<file path="src/rtl/circuito_jogo_param.sv">
// Memory-game core: LFSR-generated button sequence, LED playback, press checking per round.
// Optional LED_ECO_EN: while waiting for a press, leds echo the buttons one cycle late.
module circuito_jogo_param #(
  parameter int          N_BOTOES    = 4,
  parameter int          DEPTH       = 16,
  parameter int          TIMEOUT_CYC = 3000,
  parameter int          SHOW_CYC    = 500,
  parameter logic [15:0] SEED        = 16'hACE1
) (
  input  logic                       clock,
  input  logic                       reset,
  input  logic                       jogar,
  input  logic                       modo,
  input  logic [N_BOTOES-1:0]        botoes,
  output logic [N_BOTOES-1:0]        leds,
  output logic                       pronto,
  output logic                       ganhou,
  output logic                       perdeu,
  output logic                       timeout,
  output logic [$clog2(DEPTH)-1:0]   rodada,
  output logic [3:0]                 db_estado
);

  localparam int LB = $clog2(N_BOTOES);
  localparam int RW = $clog2(DEPTH);
  localparam int SW = $clog2(SHOW_CYC + 1);
  localparam int TW = $clog2(TIMEOUT_CYC + 1);

  localparam logic [SW-1:0] SHOW_LAST = SW'(SHOW_CYC - 1);
  localparam logic [TW-1:0] TO_LAST   = TW'(TIMEOUT_CYC - 1);
  localparam logic [RW-1:0] ULTIMA    = RW'(DEPTH - 1);

  localparam logic [3:0] INICIAL       = 4'd0;
  localparam logic [3:0] PREPARA       = 4'd1;
  localparam logic [3:0] MOSTRA_LED    = 4'd2;
  localparam logic [3:0] MOSTRA_PAUSA  = 4'd3;
  localparam logic [3:0] ESPERA_JOGADA = 4'd4;
  localparam logic [3:0] COMPARA       = 4'd5;
  localparam logic [3:0] PROXIMA       = 4'd6;
  localparam logic [3:0] FIM_GANHOU    = 4'd7;
  localparam logic [3:0] FIM_PERDEU    = 4'd8;

  logic [3:0]          estado;
  logic [15:0]         lfsr;
  logic [RW-1:0]       passo_idx;
  logic [RW-1:0]       ultimo_idx;
  logic [SW-1:0]       show_cnt;
  logic [TW-1:0]       to_cnt;
  logic [N_BOTOES-1:0] botoes_ant;
  logic [N_BOTOES-1:0] capturado;
  logic [N_BOTOES-1:0] passo;
  logic                modo_l;
  logic                por_timeout;
  logic                jogada;

  function automatic logic [15:0] lfsr_avanca(input logic [15:0] v);
    return {v[14:0], v[15] ^ v[13] ^ v[12] ^ v[10]};
  endfunction

  // lfsr always holds the already-shifted value for the current step.
  always_comb begin
    passo = '0;
    passo[lfsr[LB-1:0]] = 1'b1;
  end

  assign ultimo_idx = modo_l ? ULTIMA : rodada;
  assign jogada     = (|botoes) && !(|botoes_ant);
  assign db_estado  = estado;

  always_ff @(posedge clock) begin
    if (!reset) begin
      estado      <= INICIAL;
      lfsr        <= SEED;
      passo_idx   <= '0;
      show_cnt    <= '0;
      to_cnt      <= '0;
      botoes_ant  <= '0;
      capturado   <= '0;
      modo_l      <= 1'b0;
      por_timeout <= 1'b0;
      rodada      <= '0;
    end else begin
      // Edge detector runs in every state so presses held from playback never count.
      botoes_ant <= botoes;
      case (estado)
        INICIAL: begin
          if (jogar) begin
            modo_l <= modo;
            estado <= PREPARA;
          end
        end
        PREPARA: begin
          rodada      <= '0;
          por_timeout <= 1'b0;
          passo_idx   <= '0;
          show_cnt    <= '0;
          lfsr        <= lfsr_avanca(SEED);
          estado      <= MOSTRA_LED;
        end
        MOSTRA_LED: begin
          if (show_cnt == SHOW_LAST) begin
            show_cnt <= '0;
            estado   <= MOSTRA_PAUSA;
          end else begin
            show_cnt <= show_cnt + 1'b1;
          end
        end
        MOSTRA_PAUSA: begin
          if (show_cnt == SHOW_LAST) begin
            show_cnt <= '0;
            if (passo_idx == ultimo_idx) begin
              passo_idx <= '0;
              lfsr      <= lfsr_avanca(SEED);
              to_cnt    <= '0;
              estado    <= ESPERA_JOGADA;
            end else begin
              passo_idx <= passo_idx + 1'b1;
              lfsr      <= lfsr_avanca(lfsr);
              estado    <= MOSTRA_LED;
            end
          end else begin
            show_cnt <= show_cnt + 1'b1;
          end
        end
        ESPERA_JOGADA: begin
          if (jogada) begin
            capturado <= botoes;
            estado    <= COMPARA;
          end else if (to_cnt == TO_LAST) begin
            por_timeout <= 1'b1;
            estado      <= FIM_PERDEU;
          end else begin
            to_cnt <= to_cnt + 1'b1;
          end
        end
        COMPARA: begin
          // Equality with a one-hot value also rejects multi-button presses.
          if (capturado != passo) begin
            estado <= FIM_PERDEU;
          end else if (passo_idx == ultimo_idx) begin
            estado <= PROXIMA;
          end else begin
            passo_idx <= passo_idx + 1'b1;
            lfsr      <= lfsr_avanca(lfsr);
            to_cnt    <= '0;
            estado    <= ESPERA_JOGADA;
          end
        end
        PROXIMA: begin
          if (modo_l || rodada == ULTIMA) begin
            estado <= FIM_GANHOU;
          end else begin
            rodada    <= rodada + 1'b1;
            passo_idx <= '0;
            show_cnt  <= '0;
            lfsr      <= lfsr_avanca(SEED);
            estado    <= MOSTRA_LED;
          end
        end
        FIM_GANHOU, FIM_PERDEU: begin
          if (jogar) begin
            modo_l <= modo;
            estado <= PREPARA;
          end
        end
        default: estado <= INICIAL;
      endcase
    end
  end

  // Outputs follow the state register one cycle later.
  always_ff @(posedge clock) begin
    if (!reset) begin
      leds    <= '0;
      pronto  <= 1'b0;
      ganhou  <= 1'b0;
      perdeu  <= 1'b0;
      timeout <= 1'b0;
    end else begin
`ifdef LED_ECO_EN
      if (estado == MOSTRA_LED)
        leds <= passo;
      else if (estado == ESPERA_JOGADA)
        leds <= botoes;
      else
        leds <= '0;
`else
      leds <= (estado == MOSTRA_LED) ? passo : '0;
`endif
      pronto  <= (estado == FIM_GANHOU) || (estado == FIM_PERDEU);
      ganhou  <= (estado == FIM_GANHOU);
      perdeu  <= (estado == FIM_PERDEU);
      timeout <= (estado == FIM_PERDEU) && por_timeout;
    end
  end

endmodule

</file>
<file path="config.mk">
export PLATFORM = sky130hd
export DESIGN_NAME = circuito_jogo_param
export DESIGN_NICKNAME = d
export VERILOG_FILES = /design/src/rtl/circuito_jogo_param.sv
export SDC_FILE = /design/constraint.sdc
export NUM_CORES = 1
export LEC_CHECK = 0
export CAP_MARGIN = 30
export CORE_MARGIN = 2
export CORE_UTILIZATION = 48
export CTS_BUF_LIST = sky130_fd_sc_hd__clkbuf_16
export CTS_CLUSTER_SIZE = 8
export DETAILED_ROUTE_END_ITERATION = 12
export PLACE_DENSITY = 0.65
export RECOVER_POWER = 100
export SETUP_SLACK_MARGIN = 0.05
export SYNTH_ARGS = -nofsm -noshare
export SYNTH_HDL_FRONTEND = slang
export SYNTH_SLANG_ARGS = --single-unit
</file>
<file path="constraint.sdc">
create_clock -name clock -period 3.2 [get_ports clock]
set_clock_uncertainty 0.15 [all_clocks]
set_input_delay 0.48 -clock clock [delete_from_list [all_inputs] [get_ports clock]]
set_output_delay 0.48 -clock clock [all_outputs]
set_load 0.005 [all_outputs]
</file>
==> flow_metrics.tcl, run 1 <==
set metrics [dict create \
    status "completed" \
    stdcell_count 477 \
    overflow 0 \
    synthFlopType "dfxtp_1" \
    postRouteAntennaNets 0 \
    wire_per_inst_um 15.2 \
    maxCapViolCount 0 \
    layout-drive-gt1-share_pct 10.6 \
    avgSynthCellArea_um2 8.88 \
    p_leak_nw 1.43 \
    cts_buffers 9 \
    fin_util_pct 58.0 \
    synth-simple-area-share_pct 25.9 \
    nets 404 \
    synth_top_family_by_area "simple AND/OR/NAND/NOR gates" \
    fin_crit_ns 2.86 \
    async_reset_ff_share_pct 0 \
    die_area_um2 7490 \
    cp_max_fo 14 \
    antenna_found_initial 0 \
    vdd_drop_max_mv 0.301 \
    cts-resized-gates 0 \
    totalWireLength_um 7240 \
    clockBufferDepth 2 \
    worstPathRequired_ns 3.31 \
    finalSetupTns_ns 0 \
    grt_usage_pct 21.3 \
    viasPerCell 5.91 \
    ys_warn_count 0 \
    port_buffers 23 \
    synth_adder_area_share_pct 1.53 \
    dp_hpwl_um 4950 \
    holdBufCountCts 0 \
    synth_fp_nets 380 \
    arrival_ns 2.97 \
    max_freq_ghz 0.349 \
    end_kind "flip-flop" \
    p_per_area_nw_per_um2 696 \
    diodes 0 \
    grt_max_degree 24 \
    ioPinCount 24 \
    post-place-cells 461 \
    final_cell_area_um2 3870 \
    die_h_um 86.5 \
    seq_area_frac_synth_pct 41.0 \
    syn-cell-area_um2 3270 \
    synth-edff-count 0 \
    finalCritPeriodShare_pct 89.4 \
    slew_viol_final 0 \
    relSlewSlack_pct 30.6 \
    globalplace.congestion 0.768 \
    synth-xor-area-share_pct 3.75 \
    start_util_pct 48.9 \
    synth_compound_area_share_pct 21.2 \
    ys_ff_latch 67 \
    yosys-mux-area-fraction_pct 1.84 \
    cts-root-buf "clkbuf_16" \
    tightest_slew_ns 1.04 \
    final_cell_mix "67 x dfxtp_1, 29 x a21oi_1, 26 x o21ai_0" \
    num_rows 30 \
    power_mw 2.70 \
    grt_first_pass_wirelength_um 12700 \
    setup_viol 0 \
    syn2layout_area_growth_pct 18.5 \
    drtPass1Iterations 4 \
    dpl-instance-area_um2 3580 \
    hold_path.class "flip-flop to flip-flop" \
    clock_latency_ns 0.33 \
    route.detailed.drc 0 \
    cts_setup_buffers 0 \
    crit_path_start_kind "input port" \
    drtIter0Drc 141 \
    via_count 2820 \
    final_hold_viol_count 0 \
    grt_pass1_vias 2663 \
    netlist_instances 368 \
    path_clk_slew_ns 0.05 \
    ys_types 65 \
    tritoncts "built" \
    rsz0062_at_grt "false" \
    fp.coreArea_um2 6680 \
    layout_commonest_cell "dfxtp_1" \
    cts_sinks 67 \
    critPathKind "input port to flip-flop" \
    htree_levels 3 \
    die_w_um 86.5 \
]
-- stage by stage --
step | hold WS (ns) | setup WS (ns)
after CTS | 0.313 | 0.454
final | 0.312 | 0.338
after global placement | 0.301 | 0.246
after detailed placement | 0.306 | 0.154
after global routing | 0.348 | 0.194
after floorplan | 0.278 | 0.747
-- metal layers --
layer,wire [um],track usage [%]
met5,0,0
met4,128,8.66
met3,205,4.48
met2,3370,33.1
met1,3530,28.9
-- flip-flops by register name (all words and copies together) (netlist names) --
signal,cells
rodada,4
timeout,1
botoes_ant,4
db_estado,4
passo_idx,4
ganhou,1
leds,4
lfsr,16
modo_l,1
capturado,4
por_timeout,1
to_cnt,12
show_cnt,9
pronto,1
perdeu,1
-- logic make-up after synthesis --
kind of cell    Yosys count
flops                    67
compound gates          101
xor+xnor                 14
mux                       6
fa+ha+maj                 4
simple gates            142
buf+inv                  34
-- final cells by class --
| class | instances | area (um^2) |
|---|---|---|
| clock buffer | 9 | 225 |
| inverter | 11 | 41.3 |
| timing repair buffer | 36 | 310 |
| fill | 619 | 2810 |
| clock inverter | 7 | 92.6 |
| multi-input combinational | 267 | 1760 |
| tap | 80 | 100 |
| sequential | 67 | 1340 |
-- critical path, cell delays in order --
cell and delay, ns:
dlygate4sd3_1 0.58, nor4_1 0.42, o21ai_0 0.23, nor2_1 0.23, a211oi_2 0.12, clkbuf_2 0.25, or4_1 0.52, a21oi_1 0.14
-- power breakdown --
part	switching, mW	total, mW	internal, mW
registers	0.0888	1.00	0.913
clock network	0.367	1.05	0.678
logic	0.367	0.650	0.283
-- cells in the mapped netlist (all sizes together) (11+ instances only) --
cell	number	area share, %
dfxtp	67	41
a21oi	30	4.7
o21ai	27	4.1
nor2	25	2.9
nand2	13	1.5
or3	13	2.6
clkbuf	12	1.4
buf	11	2.1
inv	11	1.3
nor3	11	1.8
-- path summary, 6_finish.rpt --
kind	start	to	slack, ns	cells after the start
worst max-delay path	botoes[3]	to_cnt[10]$_SDFFE_PN0P_	0.34	8
worst min-delay path	lfsr[14]$_SDFFE_PN0P_	lfsr[14]$_SDFFE_PN0P_	0.31	2
worst max register to register	show_cnt[0]$_SDFFE_PN0P_	to_cnt[10]$_SDFFE_PN0P_	0.43	8
worst min register to register	lfsr[14]$_SDFFE_PN0P_	lfsr[14]$_SDFFE_PN0P_	0.31	2
No activity file was read; power rests on OpenSTA's default activity.
==> inputs of run 2 (changes only) <==
- ABC_AREA: not set -> 1
==> flow_metrics.tcl, run 2 <==
set metrics [dict create \
    slowest_delay_ns 1.01 \
    dp_hpwl_um 5320 \
    clkPwrFrac_pct 30.3 \
    ys_types 36 \
    crit_slowest_cell "clkbuf_1" \
    clockBufferDepth 2 \
    ys_top_cells_by_area "dfxtp_1 38%, nand2_1 15%, nor2_1 8.0%" \
    dpl-instance-area_um2 3800 \
    globalplace.congestion 0.879 \
    port_buffers 23 \
    intPower_mw 1.92 \
    die_area_um2 8030 \
    reg2reg_from "db_estado[3]$_SDFFE_PN0P_" \
    fin_crit_ns 2.59 \
    grt_first_pass_wirelength_um 12200 \
    route.detailed.drc 0 \
    final_cell_area_um2 4050 \
    stdcell_count 654 \
    antenna_found_initial 0 \
    synth_common_cells "144 x nand2_1, 75 x nor2_1, 67 x dfxtp_1, 51 x inv_1, 40 x a21oi_1" \
    tightest_slew_ns 1.38 \
    post-place-cells 638 \
    grt_usage_pct 19.6 \
    drtIter0Drc 137 \
    timing.hold.ws_ns 0.289 \
    finalSetupTns_ns 0 \
    cts_sinks 67 \
    min-delay-start "por_timeout$_SDFFE_PN0P_" \
    grt_pass1_vias 2740 \
    synthFlopType "dfxtp_1" \
    slew_viol_final 0 \
    regToRegSetupSlack_ns 0.70 \
    worstPathRequired_ns 3.20 \
    path_cells "dlygate4sd3_1, clkinv_1, clkbuf_1, o21ai_0" \
    ioPinCount 24 \
    p_leak_nw 1.72 \
    final_cell_mix "146 x nand2_1, 79 x nor2_1, 67 x dfxtp_1" \
    overflow 0 \
    crit_path_start_kind "input port" \
    drtPass1Iterations 4 \
    holdBufCountCts 0 \
    avgSynthCellArea_um2 6.68 \
    cts-resized-gates 0 \
    via_count 3159 \
    fp.coreArea_um2 7180 \
    synth_fp_nets 539 \
    layout_commonest_cell "nand2_1" \
    p_switching_mw 1.09 \
    clock_latency_ns 0.32 \
    nets 562 \
    largest_register_ffs 16 \
    power_mw 3.01 \
    r2r-end "show_cnt[4]$_SDFFE_PN0P_" \
    cp_max_fo 28 \
    arrival_ns 2.59 \
    htree_levels 3 \
    async_reset_ff_share_pct 0 \
    min_to "timeout$_SDFF_PN0_" \
    ys_warn_count 0 \
    finalCritPeriodShare_pct 80.9 \
    die_h_um 89.6 \
    crit_family "buffers and inverters" \
    tritoncts "built" \
    postRouteAntennaNets 0 \
    ys_ff_latch 67 \
    maxCapViolCount 0 \
    vdd_drop_max_mv 0.536 \
    totalWireLength_um 7380 \
    synth_most_common_cell "nand2_1" \
    synth-edff-count 0 \
    cts_setup_buffers 0 \
    start_util_pct 49.0 \
    cp_num_buf_inv 3 \
    pwr-share-comb_pct 31.9 \
    seqPwrFrac_pct 37.8 \
    r2r_cells 8 \
    final_hold_viol_count 0 \
    hold_path.class "flip-flop to flip-flop" \
    status "completed" \
    syn2layout_area_growth_pct 15.1 \
    p_per_area_nw_per_um2 743 \
    path_clk_slew_ns 0.05 \
    max_freq_ghz 0.386 \
    viasPerCell 4.83 \
    syn-cell-area_um2 3520 \
    yosysTopAreaCellShare_pct 38.1 \
    end_kind "flip-flop" \
    hold_depth 2 \
    cts-root-buf "clkbuf_16" \
    netlist_instances 527 \
    die_w_um 89.6 \
    rsz0062_at_grt "false" \
    grt_max_degree 29 \
    regMostFlops "lfsr" \
    seq_area_frac_synth_pct 38.1 \
    wire_per_inst_um 11.3 \
    num_rows 31 \
    cts_buffers 9 \
    relSlewSlack_pct 8.20 \
    diodes 0 \
    yosys.area.top_type "dfxtp_1" \
    fillers 717 \
    largestRegisters "lfsr x16, to_cnt x12, show_cnt x9" \
    swShare_pct 36.1 \
    layout-drive-gt1-share_pct 7.03 \
    critPathKind "input port to flip-flop" \
    setup_viol 0 \
]
[run 2: changes by cell type after synthesis, moves of 11 or more]
cell and change:
nand2_1 +131, inv_1 +40, nand3_1 +22, a21oi_1 +11, nor2_1 +50, or3_1 -11
[run 2: final cells by class]
| class | instances | area (um^2) | area share [%] |
|---|---|---|---|
| Tap cell | 99 | 124 | 3.06 |
| Multi-Input combinational cell | 385 | 1840 | 45.3 |
| Timing Repair Buffer | 25 | 238 | 5.87 |
| Inverter | 62 | 233 | 5.74 |
| Clock inverter | 7 | 53.8 | 1.33 |
| Clock buffer | 9 | 225 | 5.56 |
| Sequential cell | 67 | 1340 | 33.1 |
[run 2: how the worst max path moves through the flow]
stage                                         start                        to  slack, ns  cells after the start
final                                         reset         pronto$_SDFF_PN0_       0.61                      4
after global routing      db_estado[2]$_SDFFE_PN0P_  show_cnt[4]$_SDFFE_PN0P_       0.39                      8
after CTS                    rodada[1]$_SDFFE_PN0P_  show_cnt[4]$_SDFFE_PN0P_       1.02                      9
after detailed placement                  botoes[1]    to_cnt[7]$_SDFFE_PN0P_       0.82                     11
after global placement                    botoes[1]    to_cnt[8]$_SDFFE_PN0P_       0.88                     11
after floorplan              rodada[1]$_SDFFE_PN0P_  show_cnt[4]$_SDFFE_PN0P_       1.40                      9
[run 2: power groups by stage]
stage	registers [mW]	logic (mW)	clock network [mW]
finish	1.14	0.960	0.913
detailed placement	1.15	1.00	0
floorplan	1.12	0.847	0
CTS	1.14	1.01	0.933
global placement	1.15	0.985	0
global route	1.16	1.12	0.969
[run 2: per-layer routing]
metal	global-route usage, %	up-vias	wire, um
li1	-	1709	-
met3	4.75	9	214
met2	34.2	29	3660
met5	0	-	0
met4	6.92	0	94
met1	23.5	1412	3410
[run 2: kinds of logic after synthesis]
logic type	after synthesis	synth area share (%)
flops	67	38.1
simple gates	296	37.4
xor+xnor	13	3.24
fa+ha+maj	4	1.42
buf+inv	75	9.00
compound gates	72	10.8
[run 2: worst register-to-register path, stage by stage (launching register included)]
cell     delay, ns
dfxtp_1       0.45
nor2_1        0.13
nand2_1       0.17
nand2_1       0.12
o21ai_0       0.86
inv_2         0.09
nand2_1       0.11
nand2_2       0.10
nor3b_1       0.24
[run 2: stage by stage]
step | util (%) | setup WS, ns
CTS | 56.9 | 1.02
global route | 56.5 | 0.392
floorplan | - | 1.40
detailed placement | 53.0 | 0.822
finish | 56.5 | 0.610
global placement | 53.0 | 0.884
==> inputs of run 3 (changes only) <==
- clock period: 3.2 -> 2.5 ns (I/O delays scaled with it)
==> flow_metrics.tcl, run 3 (synthesis gave the netlist of run 2 again) <==
set metrics [dict create \
    fin_util_pct 56.8 \
    finalCritPeriodShare_pct 89.2 \
    htree_levels 3 \
    fp.coreArea_um2 7180 \
    drtIter0Drc 180 \
    fin_crit_ns 2.23 \
    end_kind "flip-flop" \
    critPathKind "input port to flip-flop" \
    cp_max_fo 26 \
    syn2layout_area_growth_pct 15.9 \
    overflow 0 \
    start_util_pct 49.0 \
    p_leak_nw 1.72 \
    final_hold_viol_count 0 \
    cts_setup_buffers 0 \
    vdd_drop_max_mv 0.616 \
    cts-resized-gates 0 \
    cts_sinks 67 \
    grt_usage_pct 20.5 \
    regMostFlops "lfsr" \
    maxCapViolCount 0 \
    clock_latency_ns 0.33 \
    die_area_um2 8030 \
    postRouteAntennaNets 0 \
    final_cell_mix "145 x nand2_1, 76 x nor2_1, 67 x dfxtp_1" \
    place_ws_ns 0.247 \
    nets 563 \
    pwr-share-comb_pct 32.1 \
    arrival_ns 2.33 \
    globalplace.congestion 0.882 \
    wire_per_inst_um 11.6 \
    p_switching_mw 1.45 \
    clkPwrFrac_pct 30.8 \
    grt_first_pass_wirelength_um 12800 \
    tritoncts "built" \
    die_h_um 89.6 \
    slew_viol_final 0 \
    num_rows 31 \
    cts_buffers 9 \
    route.detailed.drc 0 \
    path_clk_slew_ns 0.05 \
    max_freq_ghz 0.448 \
    layout_commonest_cell "nand2_1" \
    setup_viol 0 \
    worst_slack_ns 0.269 \
    totalWireLength_um 7600 \
    clockBufferDepth 2 \
    viasPerCell 4.91 \
    largestRegisters "lfsr x16, to_cnt x12, show_cnt x9" \
    status "completed" \
    p_per_area_nw_per_um2 962 \
    worstPathRequired_ns 2.60 \
    ioPinCount 24 \
    intPower_mw 2.48 \
    rsz0062_at_grt "false" \
    port_buffers 23 \
    tightest_slew_ns 1.38 \
    dp_hpwl_um 5260 \
    finalSetupTns_ns 0 \
    cts-root-buf "clkbuf_16" \
    grt_pass1_vias 2979 \
    largest_register_ffs 16 \
    drtPass1Iterations 4 \
    grt_max_degree 29 \
    layout-drive-gt1-share_pct 8.63 \
    hold_path.class "flip-flop to flip-flop" \
    die_w_um 89.6 \
    crit_path_start_kind "input port" \
    antenna_found_initial 0 \
    diodes 0 \
    holdBufCountCts 0 \
    relSlewSlack_pct 8.15 \
    swShare_pct 36.9 \
    seqPwrFrac_pct 37.1 \
    via_count 3219 \
]
-- run 3: changes by cell type in the layout (fill, tap and decap cells not counted), moves of 2 or more --
cell      change
clkinv_2      +2
inv_1         -3
nor2_1        -3
nor2_2        +3
-- run 3: worst max-delay path: stages --
cell and delay [ns]:
clkdlybuf4s50_1 0.48, clkbuf_1 0.95, o21ai_0 0.32, a21oi_1 0.21
-- run 3: layout make-up --
cell class / instances / area, um^2
Timing Repair Buffer: 26 / 245
Inverter: 62 / 233
Multi-Input combinational cell: 385 / 1850
Clock buffer: 9 / 225
Clock inverter: 7 / 60.1
Fill cell: 691 / 3100
Sequential cell: 67 / 1340
Tap cell: 99 / 124
-- run 3: power by group through the flow --
stage	Clock [mW]	Sequential, mW	Combinational, mW
CTS	1.24	1.46	1.29
floorplan	0	1.44	1.08
finish	1.21	1.46	1.26
global placement	0	1.47	1.26
global route	1.27	1.48	1.45
detailed placement	0	1.48	1.28
-- run 3: layer usage --
layer  routed length (um)  track usage [%]  up-vias
met1                 3550             23.7     1468
li1                     -                -     1709
met5                    0                0        -
met4                  153             9.50        0
met3                  199             5.39       12
met2                 3700             35.2       30
-- run 3: per-stage QoR --
| step | instance area [um^2] | std cells | hold slack [ns] | power (mW) |
|---|---|---|---|---|
| 3_5_place_dp | 3810 | 639 | 0.281 | 2.76 |
| 4_1_cts | 4100 | 655 | 0.289 | 3.99 |
| 6_report | 4080 | 655 | 0.285 | 3.92 |
| 2_1_floorplan | 3520 | 527 | 0.266 | 2.52 |
| 3_3_place_gp | 3810 | 639 | 0.281 | 2.73 |
| 5_1_grt | 4080 | 655 | 0.325 | 4.21 |
-- run 3: final timing paths --
kind,depth (start not counted),slack (ns),start,to
setup reg to reg,11,0.30,db_estado[1]$_SDFFE_PN0P_,passo_idx[1]$_SDFFE_PN0P_
hold / removal,2,0.29,por_timeout$_SDFFE_PN0P_,timeout$_SDFF_PN0_
hold reg to reg,2,0.29,por_timeout$_SDFFE_PN0P_,timeout$_SDFF_PN0_
setup / recovery,4,0.27,reset,capturado[1]$_SDFFE_PN0P_
